File: src/rtl/spi_serial_rx.sv
// SPI slave receiver: synchronised SCK/CS/MOSI, fixed-length frame capture with bad-length error pulse.
// Optional 8-bit saturating error counter output enabled by defining SPI_RX_ERR_CNT_EN.
module spi_serial_rx #(
  parameter int DATA_W      = 48,
  parameter int SYNC_STAGES = 2,
  parameter int SAMPLE_EDGE = 1,
  parameter int MSB_FIRST   = 1
) (
  input  logic              clk,
  input  logic              rst,
  input  logic              spi_clk,
  input  logic              spi_cs,
  input  logic              spi_out,
  output logic [DATA_W-1:0] spi_rdata,
  output logic              spi_rvalid,
  output logic              spi_err,
  output logic              busy
`ifdef SPI_RX_ERR_CNT_EN
  , output logic [7:0]      err_cnt
`endif
);

  localparam int CNT_W = $clog2(DATA_W + 2);
  localparam logic [CNT_W-1:0] CNT_FULL = CNT_W'(DATA_W);
  localparam logic [CNT_W-1:0] CNT_OVR  = CNT_W'(DATA_W + 1);

  typedef enum logic [1:0] {WAIT_IDLE, IDLE, RECV} state_t;

  logic [SYNC_STAGES-1:0] r_sck_sync, r_cs_sync, r_mosi_sync;
  logic [SYNC_STAGES-1:0] r_fill;
  logic                   r_sck_prev, r_cs_prev;
  state_t                 r_state;
  logic [CNT_W-1:0]       r_cnt;
  logic [DATA_W-1:0]      r_shift, r_rdata;
  logic                   r_rvalid, r_err, r_busy;

  logic w_sck, w_cs, w_mosi, w_sample, w_cs_fall, w_cs_rise;

  always_ff @(posedge clk) begin
    if (rst) begin
      r_sck_sync  <= '0;
      r_cs_sync   <= '1;
      r_mosi_sync <= '0;
      r_sck_prev  <= 1'b0;
      r_cs_prev   <= 1'b1;
      r_fill      <= '0;
    end else begin
      r_sck_sync  <= {r_sck_sync[SYNC_STAGES-2:0], spi_clk};
      r_cs_sync   <= {r_cs_sync[SYNC_STAGES-2:0], spi_cs};
      r_mosi_sync <= {r_mosi_sync[SYNC_STAGES-2:0], spi_out};
      r_sck_prev  <= w_sck;
      r_cs_prev   <= w_cs;
      r_fill      <= {r_fill[SYNC_STAGES-2:0], 1'b1};
    end
  end

  assign w_sck     = r_sck_sync[SYNC_STAGES-1];
  assign w_cs      = r_cs_sync[SYNC_STAGES-1];
  assign w_mosi    = r_mosi_sync[SYNC_STAGES-1];
  assign w_sample  = (SAMPLE_EDGE != 0) ? (r_sck_prev & ~w_sck) : (~r_sck_prev & w_sck);
  assign w_cs_fall = r_cs_prev & ~w_cs;
  assign w_cs_rise = ~r_cs_prev & w_cs;

  // WAIT_IDLE only trusts CS once the chain holds real pin samples; the reset
  // value of 1 would otherwise let a frame already in progress slip through.
  always_ff @(posedge clk) begin
    if (rst) begin
      r_state  <= WAIT_IDLE;
      r_cnt    <= '0;
      r_shift  <= '0;
      r_rdata  <= '0;
      r_rvalid <= 1'b0;
      r_err    <= 1'b0;
      r_busy   <= 1'b0;
    end else begin
      r_rvalid <= 1'b0;
      r_err    <= 1'b0;
      case (r_state)
        WAIT_IDLE: if (r_fill[SYNC_STAGES-1] && w_cs) r_state <= IDLE;
        IDLE: if (w_cs_fall) begin
          r_state <= RECV;
          r_cnt   <= '0;
          r_shift <= '0;
          r_busy  <= 1'b1;
        end
        RECV: begin
          if (w_cs_rise) begin
            r_state <= IDLE;
            r_busy  <= 1'b0;
            if (r_cnt == CNT_FULL) begin
              r_rdata  <= r_shift;
              r_rvalid <= 1'b1;
            end else begin
              r_err <= 1'b1;
            end
          end else if (w_sample && !w_cs && r_cnt != CNT_OVR) begin
            r_cnt <= r_cnt + 1'b1;
            if (MSB_FIRST != 0) r_shift <= {r_shift[DATA_W-2:0], w_mosi};
            else                r_shift <= {w_mosi, r_shift[DATA_W-1:1]};
          end
        end
        default: begin
          r_state <= WAIT_IDLE;
          r_busy  <= 1'b0;
        end
      endcase
    end
  end

  assign spi_rdata  = r_rdata;
  assign spi_rvalid = r_rvalid;
  assign spi_err    = r_err;
  assign busy       = r_busy;

`ifdef SPI_RX_ERR_CNT_EN
  logic [7:0] r_err_cnt;
  always_ff @(posedge clk) begin
    if (rst)                             r_err_cnt <= '0;
    else if (r_err && r_err_cnt != 8'hFF) r_err_cnt <= r_err_cnt + 8'd1;
  end
  assign err_cnt = r_err_cnt;
`endif

endmodule

File: config.mk
export PLATFORM = sky130hd
export DESIGN_NAME = spi_serial_rx
export DESIGN_NICKNAME = d
export VERILOG_FILES = /design/src/rtl/spi_serial_rx.sv
export SDC_FILE = /design/constraint.sdc
export NUM_CORES = 1
export LEC_CHECK = 0
export CORE_UTILIZATION = 30
export CTS_CLUSTER_DIAMETER = 200
export DETAILED_ROUTE_END_ITERATION = 10
export PLACE_DENSITY = 0.59
export SLEW_MARGIN = 20
export SYNTH_ARGS = -nofsm -noshare
export SYNTH_HDL_FRONTEND = slang
export SYNTH_SLANG_ARGS = --single-unit
File: constraint.sdc
create_clock -name clk -period 3.2 [get_ports clk]
set_input_delay 0.64 -clock clk [delete_from_list [all_inputs] [get_ports clk]]
set_output_delay 0.64 -clock clk [all_outputs]
set_load 0.005 [all_outputs]
Word-level counts from Yosys, hierarchy flattened --
Cells that the tools add are included.
Storage, ports and cells: bits in latches 0, memory bits (writable) 0, bits of input ports 5, output and inout bits 51, register bits 117, logic and storage cells 62, memories kept 0, ROM bits 0
Operators by class: divide/modulo/power cells 0, shifts and indexed selects 0, equal/unequal tests 9, multiplexer cells 18, bitwise gates (word level) 9, order comparisons 0, $mul 0, reductions and logical operators 11, add/subtract/negate cells 1
Operators by type and width (number):
- $mux W48 | 3
- $pmux W48 S2 | 1
- $mux W6 | 3
- $pmux W6 S2 | 1
- $ne A2 B2 Y1 const B | 5
- $reduce_and A3 Y1 | 3
- $add A6 B1 Y6 const B | 1
- $eq A6 B6 Y1 const B | 1
- $mux W2 | 3
- $ne A6 B6 Y1 const B | 1
- $not A1 Y1 | 6
- $pmux W2 S3 | 1
- $mux W1 | 5
- $reduce_and A4 Y1 | 1
- $and A1 B1 Y1 | 3
- $logic_and A1 B1 Y1 | 3
- $pmux W1 S3 | 1
- $reduce_or A3 Y1 | 1
- $eq A2 B1 Y1 const B | 1
- $eq A2 B2 Y1 const B | 1
- $logic_not A2 Y1 | 1
- $reduce_bool A2 Y1 | 1
- $logic_not A1 Y1 | 1

Depth between registers and ports, before layout --
depth in word-level cells 7, mapped depth 8, mapped depth without buffers 5

Worst setup path before layout --
OpenSTA, ideal clock, no wires.
path type register to register, start register r_cs_sync[1], end register r_cnt[1], required time 3080 ps, cell stages (with the launch flop) 8, library setup time 120 ps, path buffers 3, clock period less this slack 1750 ps, arrival 1630 ps, slack 1450 ps, cell sequence dfxtp_1 or3b_1 a211o_1 nor2b_1 clkbuf_2 buf_6 buf_6 mux2i_1
Between the ends: word-level cells in the longest chain between the ends 5, elaborated cells between the ends (all ways) 10, those cells by class eq/ne (3); bitwise (3); reduce/logical (4)
Ends and longest elaborated chain:
- start: declaration | line 29 | logic [SYNC_STAGES-1:0] r_sck_sync, r_cs_sync, r_mosi_sync;
- start signal: assignment | line 49 | r_cs_sync <= {r_cs_sync[SYNC_STAGES-2:0], spi_cs};
- $logic_not A1 Y1 | line 96 | end else if (w_sample && !w_cs && r_cnt != CNT_OVR) begin
- $logic_and A1 B1 Y1 (2 in series) | line 96
- $ne A2 B2 Y1 (no source line)
- $reduce_and A4 Y1 (no source line) (*)
- end signal: assignment | line 97 | r_cnt <= r_cnt + 1'b1;
- end: declaration | line 33 | logic [CNT_W-1:0] r_cnt;
Every way passes the cells marked *; elsewhere a longest branch is shown, timed or not. A chain may end at the register's enable or synchronous reset.

Final worst setup path --
start register r_cs_sync[1], end register r_rdata[5] (netlist: spi_rdata[5])
Between the ends: word-level cells in the longest chain between the ends 2
Ends and longest elaborated chain:
- $and A1 B1 Y1 | line 62 | assign w_cs_rise = ~r_cs_prev & w_cs;
- $reduce_and A3 Y1 (no source line)
- end signal: assignment | line 91 | r_rdata <= r_shift;
- end: declaration | line 34 | logic [DATA_W-1:0] r_shift, r_rdata;
Every way passes these cells.

==> impl_metrics.env <==
export IMPL_grt_pass1_vias=3270
export IMPL_vias=3336
export IMPL_syn_nets=508
export IMPL_use_met1=0.157
export IMPL_slew_viol_final=0
export IMPL_pin_count=56
export IMPL_wl_per_cell_um=12.2
export IMPL_reg2regPathDepth=4
export IMPL_final_common_cell="nand2_1"
export IMPL_synth_cells=500
export IMPL_r2r_end="spi_rdata[5]"
export IMPL_die_area_mm2=0.0149
export IMPL_vias_per_cell=4.51
export IMPL_outcome="completed"
export IMPL_hold_viol_final=0
export IMPL_drc=0
export IMPL_final_cell_mix="nand2_1 (198), dfxtp_1 (117), clkdlybuf4s50_1 (54)"
export IMPL_htree_levels=4
export IMPL_post_synth_num_cell_types=30
export IMPL_drive_above_1_share=0.0875
export IMPL_r2r_slack_ns=0.98
export IMPL_die_y_um=122
export IMPL_fin_util=0.406
export IMPL_grt_use_total=0.132
export IMPL_crit_chain="nor4bb_1 -> and3_2 -> nand2_1 -> a21oi_1"
export IMPL_cts_tree="built"
export IMPL_antenna_found_initial=0
export IMPL_cp_required_ns=3.54
export IMPL_start_util=0.310
export IMPL_finalSetupViolCount=0
export IMPL_cts_repair_resized=0
export IMPL_synth_seq_cells=117
export IMPL_syn_to_final_growth_pct=30.9
export IMPL_p_leak_uw=0.00220
export IMPL_power_density_mw_per_mm2=631
export IMPL_root_buffer="clkbuf_16"
export IMPL_yosys_warnings=0
export IMPL_critPathLaunchType="register"
export IMPL_finalWirelength_mm=9.03
export IMPL_fill_cells=1389
export IMPL_cts_buffer_depth=2
export IMPL_worstHoldStart="r_cs_sync[0]"
export IMPL_portBuffers=55
export IMPL_fp_dieW_um=122
export IMPL_fmax_ghz=0.451
export IMPL_cp_arrival_ns=2.55
export IMPL_placed_cell_area_mm2=0.00502
export IMPL_grt_pass1_wl_mm=15.1
export IMPL_final_setup_tns_ns=0
export IMPL_hold_class="reg -> reg"
export IMPL_regArea_mm2=0.00234
export IMPL_holdPathStages=1
export IMPL_synth_top_area_frac=0.540
export IMPL_drt_first_pass_iters=4
export IMPL_core_area_mm2=0.0140
export IMPL_clock_latency_ns=0.41
export IMPL_min_to="r_cs_sync[1]"
export IMPL_cp_max_fo=48
export IMPL_yosysSeqAreaShare=0.540
export IMPL_top_usage_layer="met2"
export IMPL_regToRegStartpoint="r_cs_sync[1]"
export IMPL_path_class="reg -> reg"
export IMPL_drt_iter0_markers=180
export IMPL_critPathSlowestCell="and3_2"
export IMPL_cts_sinks=117
export IMPL_synth_area_mm2=0.00433
export IMPL_post_cts_buffers=0
export IMPL_end_kind="register"
export IMPL_gr_total_overflow=0
export IMPL_use_met3=0.0440
export IMPL_timing_final_crit_share=0.693
export IMPL_yosysTopAreaCell="dfxtp_1"
export IMPL_antenna_left=0
export IMPL_gp_congestion=0.758
export IMPL_rows=43
export IMPL_maxCapViolCount=0
export IMPL_cts_buffers=17
export IMPL_rsz0062_at_grt="false"
export IMPL_path_clk_slew_ns=0.05
export IMPL_finalNetCount=555
export IMPL_finalCriticalPeriod_ns=2.22
export IMPL_clock_skew_ns=0.00944
export IMPL_place_hpwl_mm=5.52
export IMPL_slew_headroom=0.406
export IMPL_worst_slew_pin_slew_ns=0.891
export IMPL_slowest_delay_ns=0.87
export IMPL_grt_max_degree=49
export IMPL_num_antenna_cells=0
export IMPL_cts_hold_buf=0
export IMPL_multi_input_area_mm2=0.00185
export IMPL_syn_avg_cell_area_um2=8.67
export IMPL_peakVddDrop_uv=333
export IMPL_design_area_mm2=0.00568
export IMPL_grt_util_met2=0.214
export IMPL_yosys_top_cells_area="dfxtp_1 (54%), nand2_1 (17%), mux2i_1 (11%)"
## worst max path at each step
stage / from / end / slack, ns / cells past startpoint
after global placement: rst / r_shift[13] / 1.0 / 5
final: r_cs_sync[1] / spi_rdata[5] / 0.98 / 4
after detailed placement: rst / r_shift[11] / 0.95 / 5
after CTS: r_cs_sync[1] / spi_rdata[4] / 0.95 / 4
after floorplan: r_cs_sync[1] / r_cnt[1] / 1.45 / 7
after global routing: r_cs_sync[1] / spi_rdata[5] / 0.71 / 4
## logic make-up (layout without fill, tap and decap cells)
| family | Yosys count | after routing | synth area share |
|---|---|---|---|
| AO/OA/AOI/OAI | 65 | 65 | 0.0840 |
| AND/OR/NAND/NOR | 229 | 229 | 0.216 |
| buffers and inverters | 37 | 97 | 0.0378 |
| adder cells (fa/ha/maj) | 3 | 3 | 0.00866 |
| flip-flops | 117 | 117 | 0.540 |
| multiplexers | 49 | 49 | 0.113 |
## sequential cells by signal, summed over array words and instances (netlist names)
name	cells
busy	1
r_cnt	6
spi_rvalid	1
r_mosi_sync	2
r_sck_sync	2
r_sck_prev	1
spi_err	1
r_shift	48
r_cs_sync	2
r_cs_prev	1
spi_rdata	48
r_state	2
r_fill	2
## cell type report
type	instances	share of cell area
inverter	4	0.00265
clock buffer	23	0.0895
timing repair buffer	61	0.104
clock inverter	9	0.0256
tap	180	0.0397
multi-input combinational	346	0.326
sequential	117	0.413
## power breakdown
group / switching (µW) / leakage, µW / internal [µW]
clock network: 634 / 0.000329 / 1420
logic: 36.4 / 0.000930 / 18.5
registers: 4.38 / 0.000944 / 1470
total: 675 / 0.00220 / 2900
## metal layers
metal  share of wire  wire length, µm  vias up
li1                -                -     1726
met4           0.014              130        0
met5               0                0        -
met3           0.039              351       16
met2            0.46             4160       61
met1            0.49             4390     1533
## worst max-delay path, delay by kind of cell, from the launching register on
family,cells,cell delay (ns)
AO/OA/AOI/OAI,1,0.16
flip-flops,1,0.41
AND/OR/NAND/NOR,3,1.58
## synth_stat cells
cell,number
a31oi_1,5
or3b_1,1
a2111oi_0,1
and3_1,2
o21bai_1,1
nand3_1,4
nand2b_1,3
buf_2,7
dfxtp_1,117
nand2_1,198
ha_1,3
o21ai_0,1
nor2_1,6
clkinv_1,1
nor2b_1,7
clkbuf_2,1
a211o_1,1
or3_1,2
a2111oi_2,1
inv_1,3
clkbuf_1,23
nor4bb_1,1
a22oi_1,1
buf_6,2
or2_2,3
o21a_1,1
a21oi_1,51
a41oi_1,2
mux2i_1,49
and4bb_2,2
## stage by stage
stage          worst slack (ns)  hold WS (ns)  power, µW  std cells
2_1_floorplan              1.45         0.389       1540        500
3_3_place_gp               1.00         0.398       1550        708
3_5_place_dp              0.949         0.409       1560        708
4_1_cts                   0.952         0.422       3610        740
5_1_grt                   0.707         0.431       3700        740
6_report                  0.982         0.415       3580        740
(Power assumes the default switching activity.)
==> patch (same flow settings) <==
The 3 states of `state_t` get a one-hot encoding in 3 bits.
--- a/src/rtl/spi_serial_rx.sv
+++ b/src/rtl/spi_serial_rx.sv
@@ -26,3 +26,3 @@
 
-  typedef enum logic [1:0] {WAIT_IDLE, IDLE, RECV} state_t;
+  typedef enum logic [2:0] {WAIT_IDLE = 3'b001, IDLE = 3'b010, RECV = 3'b100} state_t;
 
Function: no difference found for any inputs over 10 cycles, from zero or initial values and one cycle with rst high; not proved beyond that.
==> patch against the unedited design <==
- the run now ends with DRC left
- wire length up 2.4%
- synthesized area rose by 5.5%
- fmax shrank 6.0%
- non-clock buffer count grew 3
- setup slack got worse by 0.14 ns
- worst hold slack better by 0.0040 ns
- final area rose by 1.4%
- power is 7.3% lower
- sequential cell count increased by 1
- critical endpoint is now spi_rdata[3]
==> patch: results <==
export IMPL_synth_seq_area_share_pct=51.68
export IMPL_grt_use_met1_pct=14.94
export IMPL_synth_area_per_cell_sq_um=8.790
export IMPL_ff2ff_setup_slack_ns=0.84
export IMPL_dp_final_hpwl_mm=5.911
export IMPL_compound_gate_fraction_of_synth_area_pct=9.499
export IMPL_finish_cell_count_without_fillers=764
export IMPL_cp_endpoint="spi_rdata[3]"
export IMPL_worst_pin_slew_ns=0.7321
export IMPL_synth_mux_area_share_pct=10.95
export IMPL_synth_area_leaders="sky130_fd_sc_hd__dfxtp_1 (52%), sky130_fd_sc_hd__nand2_1 (17%), sky130_fd_sc_hd__mux2i_1 (11%)"
export IMPL_numPlacedInstances=731
export IMPL_finalHoldWorstSlack_ns=0.4193
export IMPL_route_layer_met1_wl_mm=4.469
export IMPL_worst_clock_skew_ns=0.006058
export IMPL_drc=4
export IMPL_drt_initial_drc_count=210
export IMPL_power_leakage_nw=1.816
export IMPL_synth_cell_types=40
export IMPL_dpl_instance_area_sq_um=5172
export IMPL_preCtsSetupSlack_ns=0.8665
export IMPL_yosys_area_share_adder_pct=0.8212
export IMPL_layout_drive_gt1_share_pct=8.448
export IMPL_failing_checks="DRC"
export IMPL_maximum_fanout_encountered_on_the_critical_timing_path=20
export IMPL_largest_net_degree_at_the_start_of_global_routing=51
export IMPL_place_congestion=0.7641
export IMPL_synthXorXnorAreaFrac_pct=0.1916
export IMPL_grt_total_usage_pct=12.51
export IMPL_power_ir_vdd_worst_mv=0.3687
export IMPL_routed_wl_mm=9.255
export IMPL_postSynthNetCount=528
export IMPL_drt_first_pass_iters=8
export IMPL_grt_met3_usage_pct=4.579
export IMPL_met3WireLength_um=404
export IMPL_critical_path_max_stage_delay_ns=0.64
export IMPL_met2_wirelength_mm=4.249
export IMPL_slowest_stage="sky130_fd_sc_hd__nor3b_1"
export IMPL_synthTopCellsByCount="sky130_fd_sc_hd__nand2_1 (201), sky130_fd_sc_hd__dfxtp_1 (118), sky130_fd_sc_hd__a21oi_1 (55), sky130_fd_sc_hd__mux2i_1 (50), sky130_fd_sc_hd__clkbuf_1 (17)"
export IMPL_grt_first_pass_wirelength_mm=15.56
export IMPL_cp_startpoint="r_state[2]"
export IMPL_run_status="finished, violations left"
export IMPL_grt_util_met2_pct=20.03
export IMPL_period_share_pct=73.77
export IMPL_worst_ep_arrival_time_ns=2.70
==> patch: cell types whose count changed in the layout (fill, tap and decap cells not counted), moves of 3 or more <==
cell / change
sky130_fd_sc_hd__o22ai_1: +3
sky130_fd_sc_hd__clkbuf_8: -3
sky130_fd_sc_hd__a21oi_1: +4
sky130_fd_sc_hd__bufinv_16: -3
sky130_fd_sc_hd__a31oi_1: -5
sky130_fd_sc_hd__a211oi_1: +4
sky130_fd_sc_hd__clkbuf_1: +4
sky130_fd_sc_hd__nor2_1: -4
sky130_fd_sc_hd__nand2_1: +3
==> patch: area by class of cell <==
class	instances	area, sq um
multi-input combinational	360	1952
fill	1473	8944
inverter	6	22.52
timing repair buffer	64	633.1
tap	184	230.2
clock inverter	8	73.82
clock buffer	24	481.7
sequential	118	2362
==> patch: where the power goes <==
| group | switching [mW] | internal (mW) |
|---|---|---|
| registers | 0.00838 | 1.48 |
| logic | 0.0389 | 0.0240 |
| clock network | 0.643 | 1.12 |
| total | 0.690 | 2.63 |
